## src/rtl/mack_bus_ctrl.sv

```systemverilog
// mack_bus_ctrl - bus-cycle controller for the Mackerel 68000 board.
//
// Decodes each AS-qualified CPU cycle into ROM, RAM, MFP, interrupt
// acknowledge or unmapped, inserts per-region wait states and returns a
// registered DTACK, VPA or BERR to the CPU. Also owns the boot overlay that
// maps every non-IACK access to ROM until BOOT_CYCLES bus cycles completed.
//
// Ports:
//   CLK       in   CPU clock
//   RST       in   synchronous reset, active-low
//   ADDR[8:0] in   CPU address bits A23..A15
//   FC[2:0]   in   CPU function code
//   AS        in   address strobe, active-low
//   DTACK_IN  in   DTACK from the MFP, active-low (same clock domain)
//   ROMEN     out  ROM chip enable, active-low
//   RAMEN     out  RAM chip enable, active-low
//   MFPEN     out  MFP chip select, active-low
//   IACKEN    out  interrupt acknowledge to MFP, active-low
//   DTACK     out  DTACK to CPU, active-low, registered
//   VPA       out  autovector request to CPU, active-low, registered
//   BERR      out  bus error to CPU, active-low, registered
//   BOOT      out  1 = boot overlay finished, registered
//
// Build option: define BUS_ERROR_EN to add the unmapped/MFP timeout that
// drives BERR. Without it BERR is tied high and unmapped cycles hang.
//
// State    | meaning
// ---------+--------------------------------------------------------------
// IDLE     | no cycle in progress, waiting for AS low
// WAIT     | ROM/RAM wait states counting down
// MFPWAIT  | waiting for DTACK_IN from the MFP
// IACKWAIT | interrupt acknowledge, waiting for DTACK_IN or autovector
// ACK      | chosen strobe held low until AS returns high
// TERM     | unmapped access, waiting for AS high (or bus-error timeout)

module mack_bus_ctrl #(
  parameter int unsigned ROM_WS      = 2,
  parameter int unsigned RAM_WS      = 0,
  parameter int unsigned BOOT_CYCLES = 8,
  parameter int unsigned AVEC_WAIT   = 8,
  parameter int unsigned BERR_CYCLES = 64
) (
  input  logic       CLK,
  input  logic       RST,
  input  logic [8:0] ADDR,
  input  logic [2:0] FC,
  input  logic       AS,
  input  logic       DTACK_IN,
  output logic       ROMEN,
  output logic       RAMEN,
  output logic       MFPEN,
  output logic       IACKEN,
  output logic       DTACK,
  output logic       VPA,
  output logic       BERR,
  output logic       BOOT
);

  // One shared down-counter serves wait states, autovector wait and the
  // bus-error timeout, so it is sized for the largest of them.
  localparam int unsigned MAX_A   = (AVEC_WAIT > 15) ? AVEC_WAIT : 15;
  localparam int unsigned MAX_CNT = (BERR_CYCLES > MAX_A) ? BERR_CYCLES : MAX_A;
  localparam int          CW      = $clog2(MAX_CNT + 1);
  localparam int          BW      = (BOOT_CYCLES < 2) ? 1 : $clog2(BOOT_CYCLES + 1);

  typedef enum logic [2:0] {
    S_IDLE, S_WAIT, S_MFPWAIT, S_IACKWAIT, S_ACK, S_TERM
  } state_t;

  typedef enum logic [2:0] {
    R_ROM, R_RAM, R_MFP, R_IACK, R_UNM
  } region_t;

  state_t        state_q, state_d;
  logic [CW-1:0] cnt_q, cnt_d;
  logic          dtack_q, dtack_d;
  logic          vpa_q, vpa_d;
  logic          berr_q, berr_d;
  logic [BW-1:0] boot_cnt_q;
  logic          boot_q;
  logic          as_prev_q;
  region_t       region;
  logic          unused_addr;

  // A23/A22 are not decoded; the map mirrors every 4 MB.
  assign unused_addr = ^ADDR[8:7];

  always_comb begin
    region = R_UNM;
    if (FC == 3'b111) begin
      region = R_IACK;
    end else if (!boot_q) begin
      region = R_ROM;
    end else begin
      case (ADDR[6:4])
        3'b111:  region = R_ROM;
        3'b110:  region = R_MFP;
        3'b000:  region = R_RAM;
        default: region = R_UNM;
      endcase
    end
  end

  assign ROMEN  = !(!AS && region == R_ROM);
  assign RAMEN  = !(!AS && region == R_RAM);
  assign MFPEN  = !(region == R_MFP);
  assign IACKEN = !(!AS && FC == 3'b111);

  // Boot overlay: count AS rising edges; BOOT rises on the edge the count
  // completes, so the final boot cycle itself still decoded as ROM.
  always_ff @(posedge CLK) begin
    if (!RST) begin
      boot_cnt_q <= '0;
      boot_q     <= 1'b0;
      as_prev_q  <= 1'b1;
    end else begin
      as_prev_q <= AS;
      if (!as_prev_q && AS && !boot_q) begin
        boot_cnt_q <= boot_cnt_q + 1'b1;
        if (boot_cnt_q == BW'(BOOT_CYCLES - 1)) begin
          boot_q <= 1'b1;
        end
      end
    end
  end

  always_ff @(posedge CLK) begin
    if (!RST) begin
      state_q <= S_IDLE;
      cnt_q   <= '0;
      dtack_q <= 1'b1;
      vpa_q   <= 1'b1;
      berr_q  <= 1'b1;
    end else begin
      state_q <= state_d;
      cnt_q   <= cnt_d;
      dtack_q <= dtack_d;
      vpa_q   <= vpa_d;
      berr_q  <= berr_d;
    end
  end

  always_comb begin
    state_d = state_q;
    cnt_d   = cnt_q;
    dtack_d = dtack_q;
    vpa_d   = vpa_q;
    berr_d  = berr_q;
    case (state_q)
      S_IDLE: begin
        if (!AS) begin
          case (region)
            R_ROM: begin
              cnt_d   = CW'(ROM_WS);
              state_d = S_WAIT;
            end
            R_RAM: begin
              cnt_d   = CW'(RAM_WS);
              state_d = S_WAIT;
            end
            R_MFP: begin
`ifdef BUS_ERROR_EN
              cnt_d   = CW'(BERR_CYCLES);
`endif
              state_d = S_MFPWAIT;
            end
            R_IACK: begin
              cnt_d   = CW'(AVEC_WAIT);
              state_d = S_IACKWAIT;
            end
            default: begin
`ifdef BUS_ERROR_EN
              cnt_d   = CW'(BERR_CYCLES);
`endif
              state_d = S_TERM;
            end
          endcase
        end
      end
      S_WAIT: begin
        if (AS) begin
          state_d = S_IDLE;
        end else if (cnt_q == '0) begin
          dtack_d = 1'b0;
          state_d = S_ACK;
        end else begin
          cnt_d = cnt_q - 1'b1;
        end
      end
      S_MFPWAIT: begin
        if (AS) begin
          state_d = S_IDLE;
        end else if (!DTACK_IN) begin
          dtack_d = 1'b0;
          state_d = S_ACK;
        end
`ifdef BUS_ERROR_EN
        else if (cnt_q == '0) begin
          berr_d  = 1'b0;
          state_d = S_ACK;
        end else begin
          cnt_d = cnt_q - 1'b1;
        end
`endif
      end
      S_IACKWAIT: begin
        // DTACK_IN is tested before the counter so a vectored response
        // wins over the autovector fallback on the same edge.
        if (AS) begin
          state_d = S_IDLE;
        end else if (!DTACK_IN) begin
          dtack_d = 1'b0;
          state_d = S_ACK;
        end else if (cnt_q == '0) begin
          vpa_d   = 1'b0;
          state_d = S_ACK;
        end else begin
          cnt_d = cnt_q - 1'b1;
        end
      end
      S_ACK: begin
        if (AS) begin
          dtack_d = 1'b1;
          vpa_d   = 1'b1;
          berr_d  = 1'b1;
          state_d = S_IDLE;
        end
      end
      S_TERM: begin
        if (AS) begin
          state_d = S_IDLE;
        end
`ifdef BUS_ERROR_EN
        else if (cnt_q == '0) begin
          berr_d  = 1'b0;
          state_d = S_ACK;
        end else begin
          cnt_d = cnt_q - 1'b1;
        end
`endif
      end
      default: state_d = S_IDLE;
    endcase
  end

  assign DTACK = dtack_q;
  assign VPA   = vpa_q;
  assign BOOT  = boot_q;
`ifdef BUS_ERROR_EN
  assign BERR  = berr_q;
`else
  assign BERR  = 1'b1;
  logic unused_berr;
  assign unused_berr = berr_q;
`endif

endmodule

```

## config.mk

```make
export PLATFORM = sky130hd
export DESIGN_NAME = mack_bus_ctrl
export DESIGN_NICKNAME = d
export VERILOG_FILES = /design/src/rtl/mack_bus_ctrl.sv
export SDC_FILE = /design/constraint.sdc
export NUM_CORES = 1
export LEC_CHECK = 0
export ABC_AREA = 1
export CAP_MARGIN = 0
export CORE_MARGIN = 2
export CORE_UTILIZATION = 46
export DETAILED_ROUTE_END_ITERATION = 12
export PLACE_DENSITY_LB_ADDON = 0.08
export SLEW_MARGIN = 40
export SYNTH_ARGS = -nofsm -noshare
export SYNTH_HDL_FRONTEND = slang
export SYNTH_SLANG_ARGS = --single-unit
```

## constraint.sdc

```tcl
create_clock -name CLK -period 2.8 [get_ports CLK]
set_clock_uncertainty 0.15 [all_clocks]
set_input_delay 0.28 -clock CLK [delete_from_list [all_inputs] [get_ports CLK]]
set_output_delay 0.28 -clock CLK [all_outputs]
set_load 0.02 [all_outputs]
```

==> summary.md, run 1 <==
### Routing
* DRC violation count after routing: 0
* detailed-route wire length: 2765 um
* total met2 wirelength after detailed routing: 1362 um
* DRT iter0 DRCs: 28
* WL/cell: 11.67 um
* Highest Signal Layer: met4
* via count: 1,232
* via-per-instance ratio: 5.198
* Met3 Wirelength: 72 um
* final antenna-violating net count: 0
* M1 wire length: 1298 um
* number of optimization iterations in the first detailed-route pass: 4

### Floorplan
* Vert. Die Dim: 55.31 um
* floorplan die area: 3059 um2
* initial standard-cell utilization of the core: 48.89%
* number of top-level pins: 24
* placeable core region: 2477 um2
* row count: 18
* Die Width: 55.31 um

### Critical path
* cell with the largest stage delay on the worst path: clkdlybuf4s50_1
* max incr delay on CP: 0.60 ns
* critical path data required time: 2.37 ns
* kind of critical path: reg2out
* arrival time at the worst endpoint: 1.85 ns
* beginning of the worst register-to-register path: cnt_q[0]$_SDFFE_PN0P_
* Worst Setup Start Kind: flip-flop
* cell chain of the critical path: inv_1 -> a21oi_1 -> nand3_1 -> nand4_1 -> clkdlybuf4s50_1
* endpoint class of the critical path: output pin
* largest fanout on the critical path: 4
* timing startpoint of the critical path: BOOT$_SDFFE_PN0P_

### Synth
* main combinational cell family by area after synthesis: simple AND/OR/NAND/NOR gates
* number of standard cells after synthesis: 190
* fraction of the yosys area taken by sequential cells: 29.75%
* number of flops mapped to enable cells by yosys: 0
* xor/xnor share of the synthesized area: 1.446%
* count of state elements after synthesis: 18
* dominant register cell in the synthesized netlist: dfxtp_1
* top cell type by total area after synthesis: dfxtp_1
* net count after synthesis: 209
* total standard cell area after synthesis: 1211 um2
* most frequent cells after synthesis: nand2_1, nor2_1, nand3_1
* portion of synthesized cell area occupied by the leading cell type: 29.75%
* mean area per synthesized cell: 6.375 um2
* post-synthesis async set-or-reset flop share: 0%
* number of library cell types mapped by synthesis: 29
* compound-gate portion of the synthesized area: 13.33%
* share of cell area taken by muxes after synthesis: 0%
* Synthesis Warnings: 0
* Area contributors post-synth: dfxtp_1, nand2_1, nand3_1, nor2_1, a21oi_1
* area fraction in and, or, nand and nor cells after synthesis: 42.98%
* share of synthesized cell area in full adder, half adder and majority cells: 3.099%
* most frequent cell after synthesis: nand2_1

### Timing
* final-report max-slew violation count: 0
* endpoints failing hold: 0
* fmax: 0.4386 GHz
* unrepaired setup endpoints after global routing: false
* final clock period utilization by the worst path: 81.42%
* Post-Route Setup TNS: 0 ns
* final count of negative-setup-slack endpoints: 0
* final critical-path required period: 2.280 ns

### Global route
* maximum number of pins on one net before global-route repair: 11
* antenna violations before repair: 0
* Total Routing Usage GR: 19.03%
* global route total overflow: 0
* vias in the first global route: 1,179
* wire length of the first global-routing pass: 4781 um

### Hold path
* hold path startpoint: DTACK$_SDFFE_PN1P_
* worst hold path type: reg2reg

### Layout
* Nets: 227
* share of final-layout standard cells stronger than drive strength 1: 12.56%
* antenna fix cells: 0
* synthesis-to-finish area growth: 17.98%

### Clock tree
* post-cts sizing count: 0
* clock sink total: 18
* depth of the CTS H-tree: 1
* Post-CTS Setup Repair Bufs: 0
* clock input transition at the sequential cells of the worst setup and hold paths: 0.12 ns
* clock tree from TritonCTS: yes
* number of buffers between clock root and the deepest sink: 2
* CTS hold repair buffers: 0
* number of clock buffers inserted by TritonCTS: 3
* latest clock arrival within the worst-skew pair: 0.30 ns
* Clock Tree Root: clkbuf_4

### Pwr
* clock network power share: 18.4%
* leakage power total: 0.0006446 uW
* power after layout: 931.4 uW
* part of the total power dissipated in sequential elements: 35.0%
* power density cells: 651.9 nW/um2
* Net Sw Frac: 42.85%
* internal power summed over all cells: 532.4 uW
* relative contribution of combinational cells to total power: 46.6%
* worst voltage drop across the vdd grid: 0.3358 mV
* switching power of the nets: 399.1 uW

### Run
* max-cap violation count: 0

### Place
* port bufs: 16
* global placement routability congestion: 0.8157
* Detail Placement HPWL: 2106 um

### Run status
* run status: finished clean

## flip-flops by register name (all words and copies together), names as in the netlist
name / flops
cnt_q: 7
boot_cnt_q: 4
state_q: 3
BOOT: 1
DTACK: 1
VPA: 1
as_prev_q: 1
## power groups by stage
stage | clock, uW | combinational, uW | sequential, uW
floorplan | 0 | 338 | 326
global placement | 0 | 416 | 330
detailed placement | 0 | 432 | 331
CTS | 174 | 435 | 325
global route | 185 | 492 | 331
finish | 172 | 434 | 326
## cells in the final DEF, fill, tap and decap left out, types with 5 or more instances in the layout
| cell | Yosys | layout |
|---|---|---|
| a21oi_1 | 13 | 13 |
| clkdlybuf4s50_1 | 0 | 16 |
| dfxtp_1 | 18 | 18 |
| inv_1 | 17 | 17 |
| inv_2 | 7 | 7 |
| nand2_1 | 47 | 47 |
| nand3_1 | 20 | 20 |
| nand4_1 | 5 | 5 |
| nor2_1 | 23 | 23 |
| nor2_2 | 5 | 5 |
| o21ai_0 | 9 | 9 |
## per-layer routing
layer / GRT usage (%) / vias up
met5: 0 / -
met2: 32.99 / 23
met1: 23.32 / 552
li1: - / 653
met4: 8.711 / 0
met3: 2.342 / 4
## kinds of logic (layout without fill, tap and decap cells)
kind of cell,count (synthesis),count (layout)
compound gates,29,29
xor+xnor,2,2
fa+ha+maj,3,3
buf+inv,28,45
flops,18,18
other cells,1,1
simple gates,109,109
## worst paths after layout
path | endpoint | slack [ns] | cells after the start
max | ROMEN | 0.52 | 5
min | DTACK$_SDFFE_PN1P_ | 0.31 | 2
min reg2reg | DTACK$_SDFFE_PN1P_ | 0.31 | 2
max reg2reg | cnt_q[3]$_SDFFE_PN0P_ | 1.02 | 11
## stage by stage
step	hold slack, ns	cells	instance area [um2]	utilization [%]	worst slack, ns
after floorplan	0.2718	190	1211	-	1.083
after global placement	0.2807	233	1393	56.21	0.5733
after detailed placement	0.2930	233	1393	56.21	0.5747
after CTS	0.3134	237	1429	57.68	0.5158
after global routing	0.3302	237	1429	57.68	0.3692
final	0.3052	237	1429	57.68	0.5203
## worst max-delay path, delay by kind of cell, from the launching register on
kind            cells  cell delay [ns]
compound gates      1             0.15
buf+inv             2             0.71
simple gates        2             0.25
flops               1             0.44
## final cells by class
class / count / area [um2]
clock buffers: 4 / 36.28
fillers: 245 / 1049
inverters: 25 / 93.84
multi-input cells: 144 / 740.7
flip-flops and latches: 18 / 360.3
well taps: 30 / 37.54
repair buffers: 16 / 160.2
Note: power is estimated with default switching activity, not from simulation.
==> run 2, diff against run 1 <==
Clock period 2.8 ns to 2.3 ns, I/O delays scaled along.
==> run 2 against run 1 <==
  * Combinational power is 19% higher
  * Highest routed layer unchanged
  * Clock power is 17% higher
  * Global-route usage is 0.45 points lower
  * Largest cell class unchanged
  * Worst setup slack worse by 0.35 ns
  * Cell count is 0.84% higher
  * Total power is 20% higher
  * Clock-buffer cell count stayed put
  * Register-to-register slack worse by 0.41 ns
==> summary.md, run 2 (same netlist as run 1, synthesis figures left out) <==
### Global route
* antenna violations before repair: 0
* maximum number of pins on one net before global-route repair: 11
* wire length of the first global-routing pass: 4719 um
* vias in the first global route: 1,174
* Total Routing Usage GR: 18.58%
* global route total overflow: 0

### Layout
* most flop-heavy register: cnt_q
* flip-flop count of the largest register after layout: 7
* post-route insts no fill: 239
* most used cells in the layout excluding fill and tap cells: nand2_1, nor2_1, nand3_1
* Seq. cell area: 361.6 um2
* largest registers ranked by flip-flop count: cnt_q (7), boot_cnt_q (4), state_q (3)
* antenna fix cells: 0
* synthesis-to-finish area growth: 19.32%
* commonest non-fill, non-tap cell in the layout: nand2_1
* area used by multi-input combinational logic: 740.7 um2
* share of final-layout standard cells stronger than drive strength 1: 13.88%
* Nets: 229
* Post-Layout Inst Area: 1445 um2
* Filler cells: 247

### Pwr
* worst voltage drop across the vdd grid: 0.4864 mV
* power density cells: 771.0 nW/um2
* leakage power total: 0.0006547 uW
* power after layout: 1114 uW

### Timing
* endpoints failing hold: 0
* final clock period utilization by the worst path: 92.75%
* fmax: 0.4688 GHz
* final critical-path required period: 2.133 ns
* unrepaired setup endpoints after global routing: false
* final-report max-slew violation count: 0
* final count of negative-setup-slack endpoints: 0
* Post-Route Setup TNS: 0 ns

### Routing
* number of optimization iterations in the first detailed-route pass: 4
* DRT iter0 DRCs: 40
* final antenna-violating net count: 0
* detailed-route wire length: 2627 um
* via-per-instance ratio: 5.247
* DRC violation count after routing: 0
* via count: 1,254
* WL/cell: 10.99 um

### Hold path
* worst hold path type: reg2reg
* hold path startpoint: DTACK$_SDFFE_PN1P_
* WHS Endpoint: DTACK$_SDFFE_PN1P_
* Worst Hold Path Cells: 2

### Clock tree
* clock tree from TritonCTS: yes
* depth of the CTS H-tree: 1
* Post-CTS Setup Repair Bufs: 0
* CTS hold repair buffers: 0
* clock sink total: 18
* number of buffers between clock root and the deepest sink: 2
* Clock Tree Root: clkbuf_4
* latest clock arrival within the worst-skew pair: 0.30 ns
* number of clock buffers inserted by TritonCTS: 3
* clock input transition at the sequential cells of the worst setup and hold paths: 0.12 ns

### Critical path
* Worst Setup Start Kind: input port
* max incr delay on CP: 0.60 ns
* arrival time at the worst endpoint: 1.75 ns
* cell with the largest stage delay on the worst path: clkdlybuf4s50_1
* r2r worst-path depth: 10
* largest fanout on the critical path: 5
* critical path data required time: 1.92 ns
* critical register-to-register path endpoint: cnt_q[1]$_SDFFE_PN0P_
* crit path buf inv count: 3
* kind of cell adding the most delay to the critical path: buffers and inverters
* beginning of the worst register-to-register path: cnt_q[0]$_SDFFE_PN0P_
* kind of critical path: in2out
* most frequent cell on the critical path: clkdlybuf4s50_1
* endpoint class of the critical path: output pin
* cell chain of the critical path: clkdlybuf4s50_1 -> nand3_1 -> inv_1 -> a21oi_1 -> nand4_1 -> clkdlybuf4s50_1
* worst-case register-to-register setup slack: 0.61 ns

### Place
* placed cell count: 235
* global placement routability congestion: 0.8577
* Placed Instance Area: 1408 um2
* Detail Placement HPWL: 2042 um
* port bufs: 16

### Run
* max-cap violation count: 0

### Floorplan
* number of top-level pins: 24
* initial standard-cell utilization of the core: 48.89%
* Vert. Die Dim: 55.31 um
* placeable core region: 2477 um2
* row count: 18
* Die Width: 55.31 um
* floorplan die area: 3059 um2

### Run status
* run status: finished clean

## run 2: area by class of cell
cell class / instances / area share, %
repair buffers: 18 / 12.12
inverters: 25 / 6.493
flip-flops and latches: 18 / 25.02
clock buffers: 4 / 2.511
well taps: 30 / 2.597
multi-input cells: 144 / 51.26
## run 2: timing repair
action,in CTS,in global routing
hold endpoints to repair,0,0
endpoints found under the setup margin,0,1
resized for setup,0,1
## run 2: power breakdown
part,internal (uW),switching [uW]
Clock,96.4,105
Combinational,200,317
Sequential,353,43.4
## run 2: layer usage
metal  global-route usage, %  share of wire, %
met4                   8.362               1.4
met1                   23.58                47
met5                       0                 0
met3                   2.342               3.7
met2                   31.29                48
## run 2: per-stage QoR
stage	utilization, %	setup slack, ns	hold slack, ns
2_1_floorplan	-	0.5828	0.2218
3_3_place_gp	56.82	0.1764	0.2816
3_5_place_dp	56.82	0.1659	0.2831
4_1_cts	58.28	0.08728	0.3066
5_1_grt	58.33	0.05134	0.3274
6_report	58.33	0.1668	0.3024
## run 2: how the worst max path moves through the flow
| stage | start | to | slack (ns) | cells after the start |
|---|---|---|---|---|
| after global routing | BOOT$_SDFFE_PN0P_ | ROMEN | 0.05 | 5 |
| after global placement | FC[2] | ROMEN | 0.18 | 6 |
| after detailed placement | FC[1] | ROMEN | 0.17 | 6 |
| final | FC[1] | ROMEN | 0.17 | 6 |
| after CTS | BOOT$_SDFFE_PN0P_ | ROMEN | 0.09 | 5 |
| after floorplan | BOOT$_SDFFE_PN0P_ | cnt_q[3]$_SDFFE_PN0P_ | 0.58 | 9 |
## run 2: worst min-delay path: cells and delay by family (launching register included)
kind	cells	cell delay (ns)
flip-flops	1	0.33
AND/OR/NAND/NOR	2	0.10
==> run 3, diff against run 2 <==
Settings changed: CTS_CLUSTER_SIZE from default to 25.
==> results of run 3 <==
The final DEF is identical to that of run 2; final timing and power are the same.
